<file path="config.mk">
export PLATFORM = sky130hd
export DESIGN_NAME = cond_exec_stage
export DESIGN_NICKNAME = d
export VERILOG_FILES = /design/src/rtl/cond_exec_stage.sv
export SDC_FILE = /design/constraint.sdc
export NUM_CORES = 1
export LEC_CHECK = 0
export ABC_AREA = 1
export CAP_MARGIN = 20
export CORE_ASPECT_RATIO = 1.5
export CORE_MARGIN = 2
export CORE_UTILIZATION = 45
export CTS_CLUSTER_SIZE = 8
export DETAILED_ROUTE_END_ITERATION = 12
export GPL_TIMING_DRIVEN = 0
export PLACE_DENSITY = 0.71
export SLEW_MARGIN = 20
export SYNTH_ARGS = -nofsm -noshare
export SYNTH_HDL_FRONTEND = slang
export SYNTH_SLANG_ARGS = --single-unit
</file>
<file path="constraint.sdc">
create_clock -name clk -period 2.15 [get_ports clk]
set_input_delay 0.43 -clock clk [delete_from_list [all_inputs] [get_ports clk]]
set_output_delay 0.43 -clock clk [all_outputs]
set_load 0.005 [all_outputs]
</file>
<file path="src/rtl/cond_exec_stage.sv">
// cond_exec_stage
// ---------------
// Execute-stage conditional-execution unit for a pipelined ARMv4 core.
// It registers decode-stage control into E and holds the architectural
// NZCV flags. It tests the condition field of the E instruction against
// those flags and gates the PC, register and memory writes with the result.
// The gated controls are registered into M, and counters track how many
// instructions executed and how many were skipped.
//
// Ports
//   clk, reset           : clock, synchronous active-high reset
//   StallE, FlushE       : E-stage hold / bubble insertion (flush wins)
//   ValidD, CondD,
//   FlagWD, PCSD, RegWD,
//   MemWD, NoWriteD      : decode-stage instruction control
//   ALUFlagsE            : {N,Z,C,V} produced by the ALU for the E instruction
//   CondExE              : E instruction is valid and its condition passes
//   PCSrcE, RegWriteE,
//   MemWriteE            : gated E-stage writes (combinational)
//   FlagsQ               : architectural {N,Z,C,V}
//   ValidM, PCSrcM,
//   RegWriteM, MemWriteM : M-stage register
//   ExecCount, SkipCount : executed / skipped instruction counters (wrapping)
//
// Valid/stall semantics: an instruction with ValidE=1 leaves E on a clock
// edge where StallE=0. On that edge, and only then, it updates the flags
// (if it executes) and bumps exactly one counter, and it appears in M with
// ValidM=1. A stalled edge sends a bubble into M, so each instruction
// reaches M exactly once.

module cond_exec_stage #(
   parameter int CNT_W = 32
) (
   input  logic             clk,
   input  logic             reset,
   input  logic             StallE,
   input  logic             FlushE,
   input  logic             ValidD,
   input  logic [3:0]       CondD,
   input  logic [1:0]       FlagWD,
   input  logic             PCSD,
   input  logic             RegWD,
   input  logic             MemWD,
   input  logic             NoWriteD,
   input  logic [3:0]       ALUFlagsE,
   output logic             CondExE,
   output logic             PCSrcE,
   output logic             RegWriteE,
   output logic             MemWriteE,
   output logic [3:0]       FlagsQ,
   output logic             ValidM,
   output logic             PCSrcM,
   output logic             RegWriteM,
   output logic             MemWriteM,
   output logic [CNT_W-1:0] ExecCount,
   output logic [CNT_W-1:0] SkipCount
);

   // E-stage register
   logic       r_valid_e;
   logic [3:0] r_cond_e;
   logic [1:0] r_flagw_e;
   logic       r_pcs_e;
   logic       r_regw_e;
   logic       r_memw_e;
   logic       r_nowrite_e;

   // Architectural flags, M-stage register, counters
   logic [3:0]       r_flags;
   logic             r_valid_m;
   logic             r_pcsrc_m;
   logic             r_regw_m;
   logic             r_memw_m;
   logic [CNT_W-1:0] r_exec_cnt;
   logic [CNT_W-1:0] r_skip_cnt;

   logic w_n, w_z, w_c, w_v;
   logic w_pass;
   logic w_condex;
   logic w_pcsrc_e;
   logic w_regw_e;
   logic w_memw_e;
   logic w_leave_e;

   // E register: flush loads a bubble even while stalled
   always_ff @(posedge clk) begin
      if (reset || FlushE) begin
         r_valid_e   <= 1'b0;
         r_cond_e    <= 4'b0000;
         r_flagw_e   <= 2'b00;
         r_pcs_e     <= 1'b0;
         r_regw_e    <= 1'b0;
         r_memw_e    <= 1'b0;
         r_nowrite_e <= 1'b0;
      end else if (!StallE) begin
         r_valid_e   <= ValidD;
         r_cond_e    <= CondD;
         r_flagw_e   <= FlagWD;
         r_pcs_e     <= PCSD;
         r_regw_e    <= RegWD;
         r_memw_e    <= MemWD;
         r_nowrite_e <= NoWriteD;
      end
   end

   assign w_n = r_flags[3];
   assign w_z = r_flags[2];
   assign w_c = r_flags[1];
   assign w_v = r_flags[0];

   // Condition check; 4'b1111 is the never-execute encoding
   always_comb begin
      w_pass = 1'b0;
      case (r_cond_e)
         4'b0000: w_pass = w_z;
         4'b0001: w_pass = ~w_z;
         4'b0010: w_pass = w_c;
         4'b0011: w_pass = ~w_c;
         4'b0100: w_pass = w_n;
         4'b0101: w_pass = ~w_n;
         4'b0110: w_pass = w_v;
         4'b0111: w_pass = ~w_v;
         4'b1000: w_pass = w_c & ~w_z;
         4'b1001: w_pass = ~(w_c & ~w_z);
         4'b1010: w_pass = (w_n == w_v);
         4'b1011: w_pass = (w_n != w_v);
         4'b1100: w_pass = ~w_z & (w_n == w_v);
         4'b1101: w_pass = ~(~w_z & (w_n == w_v));
         4'b1110: w_pass = 1'b1;
         default: w_pass = 1'b0;
      endcase
   end

   assign w_condex  = r_valid_e & w_pass;
   assign w_pcsrc_e = r_pcs_e & w_condex;
   assign w_regw_e  = r_regw_e & w_condex & ~r_nowrite_e;
   assign w_memw_e  = r_memw_e & w_condex;
   assign w_leave_e = r_valid_e & ~StallE;

   // Flags are written when the instruction leaves E, so the next
   // instruction sees them in its own E cycle without forwarding.
   always_ff @(posedge clk) begin
      if (reset) begin
         r_flags <= 4'b0000;
      end else if (w_condex && !StallE) begin
         if (r_flagw_e[1]) r_flags[3:2] <= ALUFlagsE[3:2];
         if (r_flagw_e[0]) r_flags[1:0] <= ALUFlagsE[1:0];
      end
   end

   // M register ignores FlushE: the instruction already in E completes
   always_ff @(posedge clk) begin
      if (reset) begin
         r_valid_m <= 1'b0;
         r_pcsrc_m <= 1'b0;
         r_regw_m  <= 1'b0;
         r_memw_m  <= 1'b0;
      end else begin
         r_valid_m <= w_leave_e;
         r_pcsrc_m <= w_pcsrc_e & ~StallE;
         r_regw_m  <= w_regw_e & ~StallE;
         r_memw_m  <= w_memw_e & ~StallE;
      end
   end

   // Counters wrap naturally at 2^CNT_W
   always_ff @(posedge clk) begin
      if (reset) begin
         r_exec_cnt <= '0;
         r_skip_cnt <= '0;
      end else if (w_leave_e) begin
         if (w_condex) r_exec_cnt <= r_exec_cnt + CNT_W'(1);
         else          r_skip_cnt <= r_skip_cnt + CNT_W'(1);
      end
   end

   assign CondExE   = w_condex;
   assign PCSrcE    = w_pcsrc_e;
   assign RegWriteE = w_regw_e;
   assign MemWriteE = w_memw_e;
   assign FlagsQ    = r_flags;
   assign ValidM    = r_valid_m;
   assign PCSrcM    = r_pcsrc_m;
   assign RegWriteM = r_regw_m;
   assign MemWriteM = r_memw_m;
   assign ExecCount = r_exec_cnt;
   assign SkipCount = r_skip_cnt;

endmodule

</file>
## After elaboration in Yosys (flattened, before gate mapping)

Cells that the tools add are included.

- Add/subtract/negate cells: 2
- Eq/ne operators: 16
- Muxes and demuxes: 1
- Bitwise operators: 20
- Reduce and logical (&&, ||, !) cells: 8

Operator list:

| kind | count |
|---|---|
| adder 32 x 1 -> 32 bit (second input constant) | 2 |
| == test 4 bit (second input constant) | 7 |
| == test 4 x 3 -> 1 bit (second input constant) | 4 |
| one-hot mux 1 bit (15 select lines) | 1 |
| AND 1 bit | 11 |
| inverter 1 bit | 9 |
| == test 4 x 2 -> 1 bit (second input constant) | 2 |
| AND reduction 2 bit | 4 |
| == test 4 x 1 -> 1 bit (second input constant) | 1 |
| logical NOT 4 bit | 1 |
| == test 1 bit | 1 |
| logical AND 1 bit | 1 |
| logical NOT 1 bit | 1 |
| logical OR 1 bit | 1 |
| inequality test 1 bit | 1 |

- Bits in registers: 83
- Logic and storage cells: 62

## Longest topological paths before layout

- Word-level depth: 8
- Depth in mapped cells: 12
- Mapped depth without buffers: 11

## Least setup slack after synthesis

No wires, ideal clock.

- Path kind: flip-flop to output port
- From: reg r_cond_e[1]
- To: out RegWriteE
- Arrival time: 1.273 ns
- Data required time: 1.720 ns
- Path slack: 0.447 ns
- Stages on the path, launching flop included: 10
- Cells stage by stage: dfxtp_1 inv_2 nor2_1 nand3_1 nand3_1 nor2_1 nand3_2 nand2_2 buf_2 nor3_1

- Longest elaborated chain between the ends: 5
- Elaborated cells on any way between the ends: 19
- Those cells by class: 14 x eq/ne; 1 x mux; 3 x bitwise; 1 x reduce/logical

RTL lines:

| element | line | source |
|---|---|---|
| start, declared | 61 | `logic [3:0] r_cond_e;` |
| start signal, assigned | 97 | `r_cond_e <= CondD;` |
| == test 4 bit (tied with other cells) | 114 | `case (r_cond_e)` |
| one-hot mux 1 bit (15 select lines) (*) | 114 |  |
| AND 1 bit (*) | 134 | `assign w_condex = r_valid_e & w_pass;` |
| AND 1 bit (*) (2 in a row) | 136 | `assign w_regw_e = r_regw_e & w_condex & ~r_nowrite_e;` |
| end, declared | 48 | `output logic RegWriteE,` |

Every way passes the cells marked *; elsewhere a longest branch is shown, timed or not.

## Worst setup path in the final report

- From: reg r_cond_e[0]
- To: out RegWriteE

Same word-level chain as after synthesis.

==> parameters.txt <==
Parameter                              Value

Run status
  Run status    finished with violations
  Failing checks    setup timing

Pwr
  Power per cell area    495.2 nW/um2
  Power share of the sequential group    48.7%
  Internal power contribution    2.393 mW
  Sw Share    24.83%
  Peak supply drop    366.3 uV
  Comb power frac    5.8%
  Share of power burned in the clock network    45.5%
  Switching power    0.7904 mW
  Leakage power total    2.261 nW

Yosys
  Seq cells post-synth    83
  Post-Syn Nets    792
  Post-synthesis sequential area ratio    34.32%
  Count of unique library cells instantiated by Yosys    23
  Mapped Area    4842 um2
  Count of mapped cells out of synthesis    771
  Yosys warning total    0
  Average size of a mapped cell    6.280 um2
  Share of async-settable or async-resettable flops after synthesis    0%
  Post-synth EDFFs    0
  Primary FF master, synth    dfxtp_1

Clock network
  Clock Latency Late Sink    0.35 ns
  Total CTS buffers    9
  Cell at the root of the clock tree    clkbuf_16
  Num Clock Sinks    83
  CTS Buffer Depth    2
  Number of H-tree levels    3
  CTS clk-pin slew, worst paths    0.07 ns
  CTS tree    built

Run
  Count of maximum capacitance violations    0

GRT
  Gr usage total    28.31%
  Maximum number of pins on one net before global-route repair    15
  Antenna violations before repair    0
  Overflow after GRT    0
  Via count of the first global-routing pass    5203
  First-pass GRT wire length    25250 um

Layout
  Post-layout instance count excluding filler cells    1034
  Antenna Cells    0
  Fin nets    906
  Post-Layout Inst Area    6429 um2
  Fraction of layout cells with a size suffix above 1    9.326%
  Synth-to-layout area growth    32.76%
  Final core occ    61.04%

Die
  Floorplan row count    46
  Core outline area    10530 um2
  Number of top-level design ports    95
  Horiz. Die Dim    88.70 um
  Full die area    11620 um2
  Die Y-Extent    131.0 um
  Starting Density    45.97%

STA
  Post-layout minimum cycle time    2.219 ns
  Final critical-path share of the clock period    103.2%
  Slew Viols, Final    0
  Headroom to the max-slew limit    60.48%
  Worst hold slack after final layout    0.4712 ns
  Least-Margin Pin Slew    0.5928 ns
  Endpoints failing setup    4
  Final count of hold timing violations    0
  Clock Skews    0.01004 ns
  Final worst slack    -0.06864 ns
  Setup repair after global routing missed its margin    yes
  Maximum frequency from static timing analysis    450.7 MHz
  Final total negative setup slack    -0.1305 ns

Placed design
  Total placed instance area    5963 um2
  Placed instance count    1009
  HPWL after detailed placement    12350 um
  Gpl congestion    0.9751
  Count of port buffers added during placement    94

Detailed routing
  Post-detailed-route count of antenna-violating nets    0
  1st-iter DRT viols    347
  Wire length per cell after detailed routing    15.78 um
  Pre-Repair DR Iteration Count    7
  Final wirelength    16320 um
  DRC    0
  Number of vias after detailed routing    5569
  Routed vias/inst    5.386

Critical path
  FF-to-FF setup slack    0.12 ns
  Crit-path cells    inv_4 > nor2_2 > nand3_1 > nand2_1 > a21oi_2 > nand3_2 > nand2_4 > buf_6 > nor3_2 > buf_2
  Critical path class    reg -> out
  Top Family by Delay on Critical Path    simple AND/OR/NAND/NOR gates
  Capture point of the critical path    RegWriteE
  Number of cells traversed by the worst register-to-register path    8
  CP Capture Type    primary output
  WP data arrival    1.79 ns
  Largest stage delay on the critical path    0.40 ns
  Sort of element at the start of the critical path    flip-flop
  Reg-to-Reg Start    ExecCount[0]$_SDFFE_PP0P_
  Launching element of the worst setup path    r_cond_e[0]$_SDFFE_PP0N_
  Cell with the largest stage delay on the worst path    dfxtp_4
  Worst r2r dst    ExecCount[16]$_SDFFE_PP0P_
  Total buffers and inverters traversed by the critical path    3
  Data required time at the worst endpoint    1.72 ns
  Peak fanout along the critical path    6
  Crit. path cell count    10

Hold path
  Hold WC Path Type    reg -> reg
-- timing repair --
action                                  CTS  global route
hold buffers                              0             0
setup buffers                             6             3
pin swaps                                 7             7
gates resized for setup                  55            18
endpoints found under the setup margin   25            36
-- stage by stage --
step | power, mW | worst slack [ns]
5_1_grt | 3.289 | -0.1324
3_5_place_dp | 1.756 | -0.4428
3_3_place_gp | 1.753 | -0.3820
2_1_floorplan | 1.677 | 0.4474
4_1_cts | 3.212 | -0.01004
6_report | 3.184 | -0.06864
-- how the worst min path moves through the flow --
stage | startpoint | endpoint | slack [ns] | cells past startpoint
global placement | r_nowrite_e$_SDFFE_PP0N_ | RegWriteM$_SDFF_PP0_ | 0.45 | 1
finish | r_pcs_e$_SDFFE_PP0N_ | PCSrcM$_SDFF_PP0_ | 0.47 | 2
detailed placement | r_nowrite_e$_SDFFE_PP0N_ | RegWriteM$_SDFF_PP0_ | 0.45 | 1
global route | r_flagw_e[1]$_SDFFE_PP0N_ | r_flagw_e[1]$_SDFFE_PP0N_ | 0.50 | 2
CTS | r_flagw_e[0]$_SDFFE_PP0N_ | r_flagw_e[0]$_SDFFE_PP0N_ | 0.47 | 2
floorplan | r_nowrite_e$_SDFFE_PP0N_ | RegWriteM$_SDFF_PP0_ | 0.42 | 1
-- tightest hold or removal path: cells and delay by family (launching register included) --
family / cells / cell delay, ns
and+or+nand+nor: 1 / 0.06
buffers and inverters: 1 / 0.08
DFF: 1 / 0.30
-- power by group through the flow --
stage	sequential (mW)	clock, mW	combinational [mW]
after floorplan	1.59	0	0.0903
after global placement	1.59	0	0.166
after detailed placement	1.59	0	0.168
after CTS	1.55	1.48	0.179
after global routing	1.55	1.54	0.197
final	1.55	1.45	0.184
-- registers in the layout (all words and copies together), names as in the netlist, 2 cells and up --
signal / count
ExecCount: 32
SkipCount: 32
FlagsQ: 4
r_cond_e: 4
r_flagw_e: 2
-- cells in the final DEF, fill, tap and decap left out, types with 4 or more instances in the layout --
master           count
clkbuf_2             4
nand4_1             34
nor3_1              10
xnor2_1             13
clkbuf_1            19
nand3_2              5
inv_1               24
nor2_1             108
buf_2               12
xor2_1              30
nand3b_1            15
buf_4                8
clkinvlp_4           4
nand2_1            252
buf_6                4
nor2_2               7
a21oi_1             74
nand2_2              7
dfxtp_1             76
clkdlybuf4s50_1     90
clkbuf_16            9
nand3_1             52
dfxtp_4              4
o21ai_0              6
inv_2                4
-- synth_stat cells (2+ instances only) --
cell      instances  area share [%]
ha_1              2            0.52
inv_2             4            0.31
nor2_1          116             9.0
o21ai_0           6            0.62
nand3b_1         15             2.3
nand3_1          56             5.8
dfxtp_1          83              34
xor2_1           30             5.4
nand4_1          34             4.4
clkbuf_1         21             1.6
nand2_1         260              20
nor3_1           11             1.1
inv_1            28             2.2
a21oi_1          75             7.8
buf_2            10             1.0
xnor2_1          13             2.4
-- layout make-up --
type | count | area, um2
Fill cell | 1032 | 4104
Buffer | 33 | 166.4
Clock buffer | 11 | 232.7
Multi-Input combinational cell | 622 | 2995
Clock inverter | 5 | 38.79
Inverter | 33 | 136.4
Timing Repair Buffer | 103 | 998.5
Sequential cell | 83 | 1680
Tap cell | 144 | 180.2
-- routing by layer --
| layer | share of wire (%) | track usage [%] | vias to the layer above |
|---|---|---|---|
| met4 | 4.8 | 15.33 | 0 |
| li1 | - | - | 2752 |
| met3 | 5.2 | 5.339 | 51 |
| met1 | 37 | 29.69 | 2558 |
| met5 | 0 | 0 | - |
| met2 | 53 | 51.93 | 208 |
-- cells by family after synthesis --
| logic type | count (synthesis) | synth area share (%) |
|---|---|---|
| AO/OA/AOI/OAI | 82 | 8.527 |
| XOR/XNOR | 43 | 7.778 |
| adder cells (fa/ha/maj) | 2 | 0.5167 |
| buffers and inverters | 66 | 5.607 |
| flip-flops | 83 | 34.32 |
| AND/OR/NAND/NOR | 495 | 43.26 |
Note: power is estimated with default switching activity, not from simulation.
